`src/rtl/keypad_entry.sv`:
```
`default_nettype none
// ============================================================================
// Module   : keypad_entry
// Purpose  : Keypad front-end for the number-guessing game. Synchronises and
//            debounces the raw 12-key vector, decodes single presses and
//            builds a two-digit decimal entry with a one-cycle enter strobe.
// Ports    : clk        - system clock, rising edge
//            rst        - asynchronous reset, active low
//            keypad_in  - raw key levels, 1 = pressed
//                         bit0..8 = '1'..'9', bit9 = '*', bit10 = '0', bit11 = '#'
//            dig_tens   - BCD tens digit of the live entry
//            dig_ones   - BCD ones digit of the live entry
//            dig_count  - digits entered (0..2)
//            value      - live binary value, dig_tens*10 + dig_ones
//            enter      - one-cycle strobe on an accepted '*'
//            entry      - value captured at the last enter
// Revision : 1.0 - initial release
// ============================================================================
module keypad_entry #(
  parameter int DB_CYCLES = 100000
) (
  input  logic        clk,
  input  logic        rst,
  input  logic [11:0] keypad_in,
  output logic [3:0]  dig_tens,
  output logic [3:0]  dig_ones,
  output logic [1:0]  dig_count,
  output logic [6:0]  value,
  output logic        enter,
  output logic [6:0]  entry
);

  localparam int            CW        = $clog2(DB_CYCLES);
  localparam logic [CW-1:0] C_CNT_MAX = CW'(DB_CYCLES - 1);

  typedef enum logic [0:0] {
    S_IDLE = 1'b0,
    S_HELD = 1'b1
  } state_t;

  // --------------------------------------------------------------------------
  // Synchroniser and debouncer
  // --------------------------------------------------------------------------
  logic [11:0]   r_sync1;
  logic [11:0]   r_sync2;
  logic [11:0]   r_prev;
  logic [11:0]   r_db;
  logic [CW-1:0] r_cnt;
  logic [CW-1:0] w_cnt_next;
  logic          w_stable;

  // The counter tracks how many consecutive cycles the synced vector has
  // matched its previous sample; db_keys loads on the cycle the count
  // reaches DB_CYCLES-1 and keeps reloading the same value while saturated.
  always_comb begin
    w_stable   = (r_sync2 == r_prev);
    w_cnt_next = r_cnt;
    if (!w_stable) begin
      w_cnt_next = '0;
    end else if (r_cnt != C_CNT_MAX) begin
      w_cnt_next = r_cnt + CW'(1);
    end
  end

  always_ff @(posedge clk or negedge rst) begin
    if (!rst) begin
      r_sync1 <= '0;
      r_sync2 <= '0;
      r_prev  <= '0;
      r_cnt   <= '0;
      r_db    <= '0;
    end else begin
      r_sync1 <= keypad_in;
      r_sync2 <= r_sync1;
      r_prev  <= r_sync2;
      r_cnt   <= w_cnt_next;
      if (w_stable && (w_cnt_next == C_CNT_MAX)) begin
        r_db <= r_sync2;
      end
    end
  end

  // --------------------------------------------------------------------------
  // Key decode
  // --------------------------------------------------------------------------
  logic       w_one_hot;
  logic [3:0] w_idx;
  logic       w_is_digit;
  logic [3:0] w_digit;

  always_comb begin
    // x & (x-1) clears the lowest set bit, so zero means at most one key.
    w_one_hot = (r_db != 12'd0) && ((r_db & (r_db - 12'd1)) == 12'd0);
    w_idx     = 4'd0;
    for (int i = 0; i < 12; i++) begin
      if (r_db[i]) begin
        w_idx = 4'(i);
      end
    end
    w_is_digit = (w_idx <= 4'd8) || (w_idx == 4'd10);
    w_digit    = (w_idx == 4'd10) ? 4'd0 : (w_idx + 4'd1);
  end

  // --------------------------------------------------------------------------
  // Press FSM and entry registers
  // --------------------------------------------------------------------------
  state_t     r_state;
  state_t     w_state_next;
  logic [3:0] w_tens_next;
  logic [3:0] w_ones_next;
  logic [1:0] w_count_next;
  logic       w_enter_next;
  logic [6:0] w_entry_next;

  assign value = {dig_tens, 3'b000} + {2'b00, dig_tens, 1'b0} + {3'b000, dig_ones};

  always_comb begin
    w_state_next = r_state;
    w_tens_next  = dig_tens;
    w_ones_next  = dig_ones;
    w_count_next = dig_count;
    w_enter_next = 1'b0;
    w_entry_next = entry;
    case (r_state)
      S_IDLE: begin
        if (w_one_hot) begin
          w_state_next = S_HELD;
          if (w_is_digit) begin
            // Rolling shift keeps the two most recent digits.
            w_tens_next = dig_ones;
            w_ones_next = w_digit;
            if (dig_count != 2'd2) begin
              w_count_next = dig_count + 2'd1;
            end
          end else if (w_idx == 4'd11) begin
            w_tens_next  = 4'd0;
            w_ones_next  = 4'd0;
            w_count_next = 2'd0;
          end else if (dig_count != 2'd0) begin
            // '*': capture the pre-clear value on the same edge as the clear.
            w_enter_next = 1'b1;
            w_entry_next = value;
            w_tens_next  = 4'd0;
            w_ones_next  = 4'd0;
            w_count_next = 2'd0;
          end
        end else if (r_db != 12'd0) begin
          // Chord: lock out until every key is released.
          w_state_next = S_HELD;
        end
      end
      S_HELD: begin
        if (r_db == 12'd0) begin
          w_state_next = S_IDLE;
        end
      end
      default: begin
        w_state_next = S_IDLE;
      end
    endcase
  end

  always_ff @(posedge clk or negedge rst) begin
    if (!rst) begin
      r_state   <= S_IDLE;
      dig_tens  <= 4'd0;
      dig_ones  <= 4'd0;
      dig_count <= 2'd0;
      enter     <= 1'b0;
      entry     <= 7'd0;
    end else begin
      r_state   <= w_state_next;
      dig_tens  <= w_tens_next;
      dig_ones  <= w_ones_next;
      dig_count <= w_count_next;
      enter     <= w_enter_next;
      entry     <= w_entry_next;
    end
  end

endmodule
`default_nettype wire

```
`config.mk`:
```
export PLATFORM = sky130hd
export DESIGN_NAME = keypad_entry
export DESIGN_NICKNAME = d
export VERILOG_FILES = /design/src/rtl/keypad_entry.sv
export SDC_FILE = /design/constraint.sdc
export NUM_CORES = 1
export LEC_CHECK = 0
export ABC_AREA = 0
export CORE_UTILIZATION = 50
export DETAILED_ROUTE_END_ITERATION = 10
export PLACE_DENSITY = 0.71
export RECOVER_POWER = 50
export SLEW_MARGIN = 40
export SYNTH_ARGS = -nofsm -noshare
export SYNTH_HDL_FRONTEND = slang
export SYNTH_SLANG_ARGS = --single-unit
```
`constraint.sdc`:
```
create_clock -name clk -period 8.3 [get_ports clk]
set_clock_uncertainty 0.2 [all_clocks]
set_input_delay 1.66 -clock clk [delete_from_list [all_inputs] [get_ports clk]]
set_output_delay 1.66 -clock clk [all_outputs]
set_load 0.005 [all_outputs]
```
==> reports/metrics.cfg <==
[floorplanning]
core_mm2=0.00737
rows=31
die_x_um=90.1
die_area_mm2=0.00811
io-pin-count=39
die_h_um=90.1
start_util_pct=52.6

[cells_and_area]
area_growth_syn_to_layout_pct=15.1
nNetsFinal=385
final_cell_area_mm2=0.00446
diodes=0
final_layout_size_suffix_gt1_share_pct=12.9

[cts]
cts_setup_buffers=0
cts_root_buf=clkbuf_8
cts_num_sinks=84
clk_path_buf_depth=2
tritoncts=built
ctsHoldBuffers=0
clk_latency_ns=0.36
htree_levels=3
clk_pin_slew_ns=0.08
cts-buffers-inserted=9
cts_resized=0

[yosys]
dominantRegCellSynth=dfrtp_1
synthArstFlopShare_pct=100
synth-seq-cells=84
netlist_area_mm2=0.00388
syn_avg_cell_area_um2=11.9
syn_inst=327
synth-edff-count=0
seq_area_frac_synth_pct=54.2
synth_fp_nets=353
synth_cell_types=56
yosysWarnings=0

[routing]
drc=0
routed_via_density=5.48
routedWlPerCell_um=14.6
antenna_left=0
vias=2536
wl_mm=6.74
first_iter_violations=178
dr.pass1.iters=4

[timing]
rsz0062_at_grt=false
relSlewSlack_pct=-190
fmax_ghz=0.183
tns_ns=0
fin_crit_ns=5.47
worst_pin_slew_ns=4.35
finalSetupViolCount=0
hold_viol=0
final_max_slew_viol_count=85
finalCritPeriodShare_pct=65.9

[critical_path]
end_kind=async pin
path_class=in2async
cpPeakStageDelay_ns=2.99
cp_slowest_cell=clkbuf_1
crit_chain=clkbuf_1
crit_fanout=84
cp_top_family=buffers and inverters
startpoint_type=primary input
crit_required_ns=7.55
reg2regPathDepth=5
crit_cells=1
path_buf_inv=1
crit_arrival_ns=4.72

[grt]
grtUsageTotal_pct=18.7
grt_max_degree=85
grt_antenna_before_repair=0
globalRouteOverflowTotal=0
grt_pass1_wl_mm=12.0
grt_pass1_vias=2478

[status]
violations=capacitance limit, slew limit
run_status=complete, but fails checks

[placed_design]
dp_hpwl_mm=4.59
io_buffers=38
placed_area_mm2=0.00428
gp_congestion=0.833

[power]
p_leak_nw=1.98
powerDensity_mw_per_mm2=158
irDropWorstVdd_v=0.000122

[run]
cap_violations=1

[min_path]
hold_class=reg2reg
holdPathStages=0

-- routing by layer --
layer / wire [µm] / part of all wire, % / vias up / GRT usage (%)
li1: - / - / 1225 / -
met1: 3300 / 49 / 1252 / 26.5
met2: 3070 / 45 / 48 / 27.4
met3: 235 / 3.5 / 11 / 3.81
met4: 140 / 2.1 / 0 / 8.87
met5: 0 / 0 / - / 0
-- power by group --
group | switching [mW] | internal (mW) | total (mW)
clock | 0.156 | 0.112 | 0.268
combinational | 0.0104 | 0.00644 | 0.0168
sequential | 0.00473 | 0.418 | 0.423
-- layout make-up --
| class | instances | area [µm²] |
|---|---|---|
| well taps | 99 | 124 |
| inverters | 7 | 26.3 |
| multi-input cells | 217 | 1640 |
| flip-flops and latches | 84 | 2100 |
| fillers | 624 | 2910 |
| clock inverters | 7 | 58.8 |
| repair buffers | 40 | 387 |
| clock buffers | 9 | 124 |
-- logic make-up after synthesis --
| logic type | share of synthesized area (%) |
|---|---|
| XOR/XNOR | 7.23 |
| AND/OR/NAND/NOR | 14.3 |
| adder cells (fa/ha/maj) | 4.78 |
| multiplexers | 5.78 |
| AO/OA/AOI/OAI | 10.3 |
| flip-flops | 54.2 |
| buffers and inverters | 3.45 |
-- stage by stage --
stage | cells | utilization (%) | setup WS [ns] | total power, mW | hold slack (ns)
2_1_floorplan | 327 | - | 4.56 | 0.434 | 0.131
3_3_place_gp | 446 | 58.1 | 4.03 | 0.449 | 0.132
3_5_place_dp | 446 | 58.1 | 3.94 | 0.450 | 0.138
4_1_cts | 462 | 60.6 | 3.54 | 0.716 | 0.159
5_1_grt | 463 | 60.6 | 1.87 | 0.734 | 0.161
6_report | 463 | 60.6 | 2.83 | 0.707 | 0.154
-- placed cells by master, fill, tap and decap left out, types with 6 or more instances in the layout --
cell type,count
nor3_1,6
clkbuf_8,9
xor2_1,22
xnor2_1,10
nand2_1,15
nand3_1,6
a21oi_1,6
nor2_1,19
nand4_1,9
mux2_2,19
o21ai_0,16
clkdlybuf4s50_1,25
inv_1,7
ha_1,10
dlygate4sd3_1,12
dfrtp_1,84
-- state kept, by name (all words and copies together) (netlist names) --
name,cells
r_prev,12
dig_count,2
r_db,12
entry,7
r_state,1
r_sync1,12
r_cnt,17
dig_tens,4
enter,1
r_sync2,12
dig_ones,4
-- worst register-to-register path: cells and delay by family, from the launching register on --
family / cells / cell delay (ns)
flip-flops: 1 / 0.48
AO/OA/AOI/OAI: 1 / 0.38
multiplexers: 1 / 0.42
AND/OR/NAND/NOR: 3 / 1.68
-- path summary, 6_finish.rpt --
path	slack (ns)	end	from
hold / removal	0.15	r_sync2[5]	r_sync1[5]
min in group asynchronous	2.62	entry[5]	rst
setup reg to reg	5.04	entry[6]	r_db[4]
max in group clk	3.56	value[6]	dig_tens[0]
setup / recovery	2.83	r_db[8]	rst
hold reg to reg	0.15	r_sync2[5]	r_sync1[5]
-- cells in the mapped netlist (all sizes together) (2+ instances only) --
| cell type | instances | area share [%] |
|---|---|---|
| inv | 7 | 0.68 |
| nor4 | 6 | 1.1 |
| and2 | 4 | 0.65 |
| a31oi | 2 | 0.32 |
| nand4 | 9 | 1.5 |
| or4 | 2 | 0.39 |
| nand2b | 2 | 0.32 |
| o21ai | 16 | 2.1 |
| buf | 9 | 1.8 |
| ha | 10 | 3.2 |
| nor2 | 19 | 1.8 |
| a21oi | 7 | 1.0 |
| clkbuf | 10 | 1.0 |
| xnor2 | 10 | 2.3 |
| maj3 | 2 | 0.52 |
| nor3 | 6 | 0.77 |
| nand3b | 2 | 0.39 |
| a211oi | 5 | 0.97 |
| nand3 | 6 | 0.77 |
| dfrtp | 84 | 54 |
| o31ai | 6 | 1.5 |
| a21o | 4 | 0.77 |
| nand2 | 15 | 1.5 |
| o2bb2ai | 2 | 0.45 |
| fa | 2 | 1.0 |
| and4 | 5 | 1.1 |
| or3 | 4 | 0.65 |
| xor2 | 22 | 5.0 |
| and3 | 3 | 0.48 |
| or2 | 3 | 0.48 |
| nor4bb | 3 | 0.77 |
| mux2 | 19 | 5.5 |
| nor2b | 5 | 0.81 |
(Power assumes the default switching activity.)
